$ cat src/rtl/commit_trace_fifo.sv
// Retirement trace FIFO: captures W-stage register writes and M-stage stores in
// program order and presents them show-ahead to a valid/ready reader.
module commit_trace_fifo #(
    parameter int DEPTH = 16,
    parameter int AW    = 4
) (
    input  logic          clk,
    input  logic          reset,
    input  logic          grf_we,
    input  logic [4:0]    grf_addr,
    input  logic [31:0]   grf_wdata,
    input  logic [31:0]   grf_pc,
    input  logic          dm_we,
    input  logic [31:0]   dm_addr,
    input  logic [31:0]   dm_wdata,
    input  logic [31:0]   dm_pc,
    output logic          trace_valid,
    input  logic          trace_ready,
    output logic          trace_kind,
    output logic [31:0]   trace_pc,
    output logic [31:0]   trace_addr,
    output logic [31:0]   trace_data,
    output logic [AW:0]   trace_count,
    output logic          overflow,
    output logic [15:0]   drop_cnt
);

    // Entry layout: {kind, pc, addr, data}
    localparam int EW = 97;

    logic [EW-1:0] mem [DEPTH];
    logic [AW-1:0] wr_ptr, rd_ptr, wr_ptr1;
    logic [AW:0]   count;

    logic          grf_ev, dm_ev, pop;
    logic          acc_grf, acc_dm;
    logic [AW+1:0] space, need_dm;
    logic [AW:0]   n_acc;
    logic [1:0]    n_drop;
    logic [EW-1:0] grf_ent, dm_ent, slot0_ent;

    function automatic logic [15:0] sat_add16(input logic [15:0] a, input logic [1:0] inc);
        logic [16:0] s;
        s = {1'b0, a} + {15'b0, inc};
        return s[16] ? 16'hFFFF : s[15:0];
    endfunction

    assign grf_ev  = grf_we && (grf_addr != 5'd0);
    assign dm_ev   = dm_we;
    assign pop     = trace_valid && trace_ready;

    // A same-cycle pop frees a slot for this cycle's pushes; GRF (older) claims space first.
    assign space   = (AW+2)'(DEPTH) - {1'b0, count} + {{(AW+1){1'b0}}, pop};
    assign acc_grf = grf_ev && (space != '0);
    assign need_dm = acc_grf ? (AW+2)'(2) : (AW+2)'(1);
    assign acc_dm  = dm_ev && (space >= need_dm);

    assign n_acc   = {{AW{1'b0}}, acc_grf} + {{AW{1'b0}}, acc_dm};
    assign n_drop  = {1'b0, grf_ev & ~acc_grf} + {1'b0, dm_ev & ~acc_dm};

    assign grf_ent   = {1'b0, grf_pc, {27'b0, grf_addr}, grf_wdata};
    assign dm_ent    = {1'b1, dm_pc, dm_addr, dm_wdata};
    assign slot0_ent = acc_grf ? grf_ent : dm_ent;
    assign wr_ptr1   = wr_ptr + AW'(1);

    always_ff @(posedge clk) begin
        if (acc_grf || acc_dm)
            mem[wr_ptr] <= slot0_ent;
        if (acc_grf && acc_dm)
            mem[wr_ptr1] <= dm_ent;
    end

    always_ff @(posedge clk or posedge reset) begin
        if (reset) begin
            wr_ptr   <= '0;
            rd_ptr   <= '0;
            count    <= '0;
            overflow <= 1'b0;
            drop_cnt <= 16'd0;
        end else begin
            wr_ptr   <= wr_ptr + AW'(n_acc);
            if (pop)
                rd_ptr <= rd_ptr + AW'(1);
            count    <= count + n_acc - {{AW{1'b0}}, pop};
            overflow <= overflow | (n_drop != 2'd0);
            drop_cnt <= sat_add16(drop_cnt, n_drop);
        end
    end

    // Show-ahead head; fields forced to zero while empty so reset clears them at once.
    always_comb begin
        trace_valid = (count != '0);
        trace_count = count;
        trace_kind  = 1'b0;
        trace_pc    = 32'd0;
        trace_addr  = 32'd0;
        trace_data  = 32'd0;
        if (count != '0) begin
            {trace_kind, trace_pc, trace_addr, trace_data} = mem[rd_ptr];
        end
    end

endmodule
$ cat config.mk
export PLATFORM = sky130hd
export DESIGN_NAME = commit_trace_fifo
export DESIGN_NICKNAME = d
export VERILOG_FILES = /design/src/rtl/commit_trace_fifo.sv
export SDC_FILE = /design/constraint.sdc
export NUM_CORES = 2
export LEC_CHECK = 0
export BUFFER_PORTS_ARGS = -buffer_cell sky130_fd_sc_hd__clkbuf_2
export CAP_MARGIN = 20
export CORE_MARGIN = 2
export CORE_UTILIZATION = 43
export DETAILED_ROUTE_END_ITERATION = 6
export PLACE_DENSITY_LB_ADDON = 0.3
export SLEW_MARGIN = 5
export SYNTH_ARGS = -nofsm -noshare
export SYNTH_HDL_FRONTEND = slang
export SYNTH_SLANG_ARGS = --single-unit
$ cat constraint.sdc
create_clock -name clk -period 8.8 [get_ports clk]
set_clock_uncertainty 0.2 [all_clocks]
set_input_delay 1.76 -clock clk [delete_from_list [all_inputs] [get_ports clk]]
set_output_delay 1.76 -clock clk [all_outputs]
set_load 0.03 [all_outputs]
# After elaboration in Yosys (flattened, before gate mapping)
# Memory sizes are Yosys's and may differ from the RTL's.
# Index checks and enable logic that the tools add are counted.
totals:
  register_bits: 30
  ramBits: 1552
  in_bits: 170
  output_inout_bits: 120
  elab_cells: 43
  n_memories: 1
mem_list:
  columns: ["memory", "words", "word_bits", "read_ports", "rd_clocked_by_memory_dff", "write_ports", "line_no", "source"]
  rows:
  - ["mem", 16, 97, 1, 0, 2, "31", "logic [EW-1:0] mem [DEPTH];"]
op_classes:
  addsub: 10
  order_cmp: 1
  muxes: 11
  bitwise: 5
  reduce_logical: 10
ops:
  columns: ["op", "n"]
  rows:
  - ["two-way mux 97 bit", 1]
  - ["two-way mux 32 bit", 3]
  - ["adder 16 x 2 -> 17 bit", 1]
  - ["two-way mux 16 bit", 1]
  - ["nonzero test 5 bit", 2]
  - ["adder 4 x 1 -> 4 bit, second input constant", 2]
  - ["adder 6 x 1 -> 6 bit", 1]
  - ["greater-or-equal comparator 6 x 2 -> 1 bit", 1]
  - ["nonzero test 6 bit", 1]
  - ["subtractor 5 x 5 -> 6 bit, first input constant", 1]
  - ["adder 5 x 2 -> 5 bit", 1]
  - ["logical AND 1 bit", 5]
  - ["two-way mux 1 bit", 5]
  - ["subtractor 5 x 1 -> 5 bit", 1]
  - ["adder 1 x 1 -> 2 bit", 2]
  - ["adder 4 x 2 -> 4 bit", 1]
  - ["AND 1 bit", 2]
  - ["two-way mux 2 bit", 1]
  - ["NOT 1 bit", 2]
  - ["nonzero test 2 bit", 1]
  - ["logical OR 1 bit", 1]
  - ["OR 1 bit", 1]

# Depth between registers and ports, before layout
logic_depth:
  ltp_word: 13
  depth_mapped: 29
  depth_no_buf: 27

# Worst setup path after synthesis
# No wires, ideal clock.
synth_path:
  kind: "input port to flip-flop"
  startpoint: "input port trace_ready"
  endpoint: "memory mem[15][0] (enable)"
  setup_ps: 908
  arrival_time_ps: 6330
  required_ps: 7692
  slack_ps: 1363
  stages: 19
  path_buffers: 2
  cell_sequence: "nand2_1 -> ha_1 -> inv_1 -> ha_1 -> nor3_1 -> o2111a_1 -> buf_2 -> buf_2 -> nor2_1 -> inv_1 -> ha_1 -> nand2b_1 -> a21oi_1 -> nand3_1 -> and2_1 -> ha_1 -> and3_1 -> nand2_1 -> nand2_1"
synth_rtl:
  columns: ["element", "line_no", "source"]
  rows:
  - ["start: declaration", "18", "input logic trace_ready,"]
  - ["end: declaration", "31", null]

==> impl_results.md <==
* Worst Path Max Fanout at 41
* Synth Warn # at 0
* DRC viols at 0
* Final WL at 250,000 um
* Period utilization at 0.716
* Tot GR Track Use at 0.275
* Mux contribution to synthesized area at 0.144
* Highest-delay cell along the critical path: o211ai_4
* Combinational group share of total power at 0.384
* Finished Cell Area at 84,700 um^2
* Switching share of power at 0.362
* Initial antenna violation count at 54
* Sequential Power Share at 0.377
* Path type of the worst min-delay path: reg2reg
* Post-CTS Setup Bufs at 0
* Layout cell share with drive strength beyond 1 at 0.249
* Setup TNS at 0 ps
* Maximum vdd drop at 306 uV
* Area of the die at 180,000 um^2
* Via count at 47,165
* Fraction of the mapped netlist area in simple logic gates at 0.0560
* Via/cell ratio at 6.64
* Worst EP arrival at 6780 ps
* Top-area cell type share of the netlist area at 0.608
* Die W at 424 um
* Clock power share at 0.239
* Pwr Density at 342 nW/um^2
* Initial Util at 0.432
* TritonCTS Buffers at 170
* Wire length per cell at 35.2 um
* # IOs at 290
* DRT Pass-1 Iters at 6
* Clk_lat worst skew at 830 ps
* Outcome: completed
* Die Y at 424 um
* Buffers added on ports at 289
* Final setup viols at 0
* Lkg Pwr at 27.6 nW
* Post-Syn Instances at 4,716
* DP Area at 79,300 um^2
* Post-CTS Hold Buffers at 0
* Primary FF master, synth: edfxtp_1
* Synth Area in Compound Gates at 0.133
* Non-Filler Instances at 7,098
* CTS clk-pin slew, worst paths at 60 ps
* Max_cap viols at 0
* Most common cell after layout, fill and taps aside: edfxtp_1
* Rows at 154
* Depth of the CTS H-tree at 4
* Ys async rst share at 0.0190
* Post-detail-place hpwl at 126,000 um
* #FFs+latches synth at 1,582
* Fmax at 0.159 GHz
* Post-DRT Antenna Nets at 0
* Syn avg cell area at 16.1 um^2
* RSZ-0062 raised after global routing: no
* CTS tree: built
* Worst path cell trace: clkbuf_2, nand2_1, ha_1, inv_1, ha_1, nor3_1, o2111a_1, buf_4, nor2_1, inv_1, ha_1, nand2b_1, a21oi_1, nand3_1, nand2_1, ha_1, nor3b_1, nand2_1, o211ai_4, buf_12, a22o_1
* Netlist cell types at 49
* Synth-to-Final Area Change at 11.6%
* Fin. max-slew vios at 0
* Core Footprint at 176,000 um^2
* EDFF count, synth at 1,536
* Sw power at 0.0105 W
* Longest Clk Path Bufs at 3
* Root Driver: clkbuf_16
* First-pass GRT wire length at 355,000 um
* CP required at 9280 ps
* Headroom to the max-slew limit at 0.239
* Cells after DPL at 6,763
* Pint at 0.0185 W
* Number of global-route vias before repair at 46,959
* Largest net degree at the start of global routing at 117
* Final WS setup at 2500 ps
* Post-CTS resize count at 0
* Adder-Cell Fraction of Synth Area at 0.00425
* Mapped Area at 75,900 um^2
* Most frequent cells in the layout: 1,536 x edfxtp_1, 1,104 x a22o_1, 535 x and2_1
* CP most frequent cell: ha_1
* Biggest cell delay along the critical path at 860 ps
* Synth Net Count at 4,910
* Main combinational cell family by area after synthesis: multiplexers
* Post-synthesis xor/xnor area fraction at 0.00196
* Worst Setup End Kind: flip-flop
* Register area share after synthesis at 0.622
* Synth area leader: edfxtp_1
* Slew @ Worst Pin at 1140 ps
* DR iter-0 viols at 6,145
* R2R Setup Slk at 2610 ps
* Setup Crit Path Kind: in2reg
* Startpoint types: input pin
* RePlAce Congestion at 0.856
* Pre-CTS setup slack at 1750 ps
* Minimum clock period at 6300 ps
* Fin nets at 4,789
* Synth top area cells: edfxtp_1 61%, mux4_2 14%, a22o_1 13%
* CTS Sinks at 1,582
* Hold Vio Cnt, Final at 0
* Grt ovf at 0
## area by class of cell
type,instances,area [um^2]
Clock inverter,89,811
Tap cell,2340,2930
Inverter,18,67.6
Multi-Input combinational cell,2410,26100
Fill cell,14661,91100
Sequential cell,1582,47200
Antenna cell,27,67.6
Timing Repair Buffer,413,3050
Clock buffer,219,4470
## metal layers
| metal | vias to the layer above | track usage | wire (um) |
|---|---|---|---|
| li1 | 18829 | - | - |
| met3 | 565 | 0.0576 | 25400 |
| met1 | 24704 | 0.359 | 92400 |
| met2 | 3025 | 0.444 | 121000 |
| met5 | - | 0 | 265 |
| met4 | 42 | 0.125 | 10300 |
## synthesized netlist by cell type, types with 2 or more instances
cell / count
or3_1: 2
nor3_1: 11
nand2_1: 88
or3b_2: 2
nand4_1: 4
and3_1: 4
ha_1: 21
buf_2: 118
nor2b_1: 2
fa_1: 3
nor2_1: 45
xor2_1: 7
mux4_2: 485
nand3_1: 8
mux2_2: 2
o21ai_0: 19
and2_1: 535
or2_2: 2
a22o_1: 1104
o211ai_2: 11
a21o_1: 2
dfxtp_1: 16
buf_1: 152
nor3_2: 9
edfxtp_1: 1536
a21oi_1: 6
xnor2_1: 10
o211ai_1: 5
clkbuf_1: 414
nand2b_1: 8
clkbuf_2: 7
nor3b_1: 2
dfrtp_1: 30
buf_4: 14
inv_1: 18
## per-stage QoR
stage / utilization / hold WS, ps / total power, W
after floorplan: - / 279 / 0.0182
final: 0.482 / 280 / 0.0290
after global placement: 0.451 / 254 / 0.0221
after global routing: 0.482 / 285 / 0.0299
after detailed placement: 0.451 / 266 / 0.0222
after CTS: 0.481 / 281 / 0.0291
## cells by family after synthesis
logic type      after synthesis
fa+ha+maj                    24
xor+xnor                     17
flops                      1582
buf+inv                     724
mux                         487
simple gates                728
compound gates             1154
## path summary, 6_finish.rpt
| check | start | endpoint | depth (start not counted) |
|---|---|---|---|
| setup / recovery | trace_ready | mem[11][27] | 21 |
| hold reg to reg | overflow | overflow | 1 |
| min in group asynchronous | reset | drop_cnt[6] | 3 |
| hold / removal | overflow | overflow | 1 |
| setup reg to reg | trace_count[2] | mem[11][27] | 23 |
| max in group asynchronous | reset | rd_ptr[1] | 3 |
## critical path: cells and delay by family
family                   cells  cell delay [ps]
AO/OA/AOI/OAI                4             1400
adder cells (fa/ha/maj)      4              860
buffers and inverters        5             1050
AND/OR/NAND/NOR              8             1670
## power groups by stage
stage	clock [W]	sequential [W]	combinational [W]
2_1_floorplan	0	0.0108	0.00743
5_1_grt	0.00728	0.0110	0.0116
6_report	0.00692	0.0109	0.0111
4_1_cts	0.00698	0.0109	0.0112
3_5_place_dp	0	0.0111	0.0112
3_3_place_gp	0	0.0110	0.0111
## registers in the layout, summed over array words and instances, names as in the netlist
name and flops:
mem 1552, wr_ptr 4, rd_ptr 4, trace_count 5, overflow 1, drop_cnt 16
Note: power is estimated with default switching activity, not from simulation.
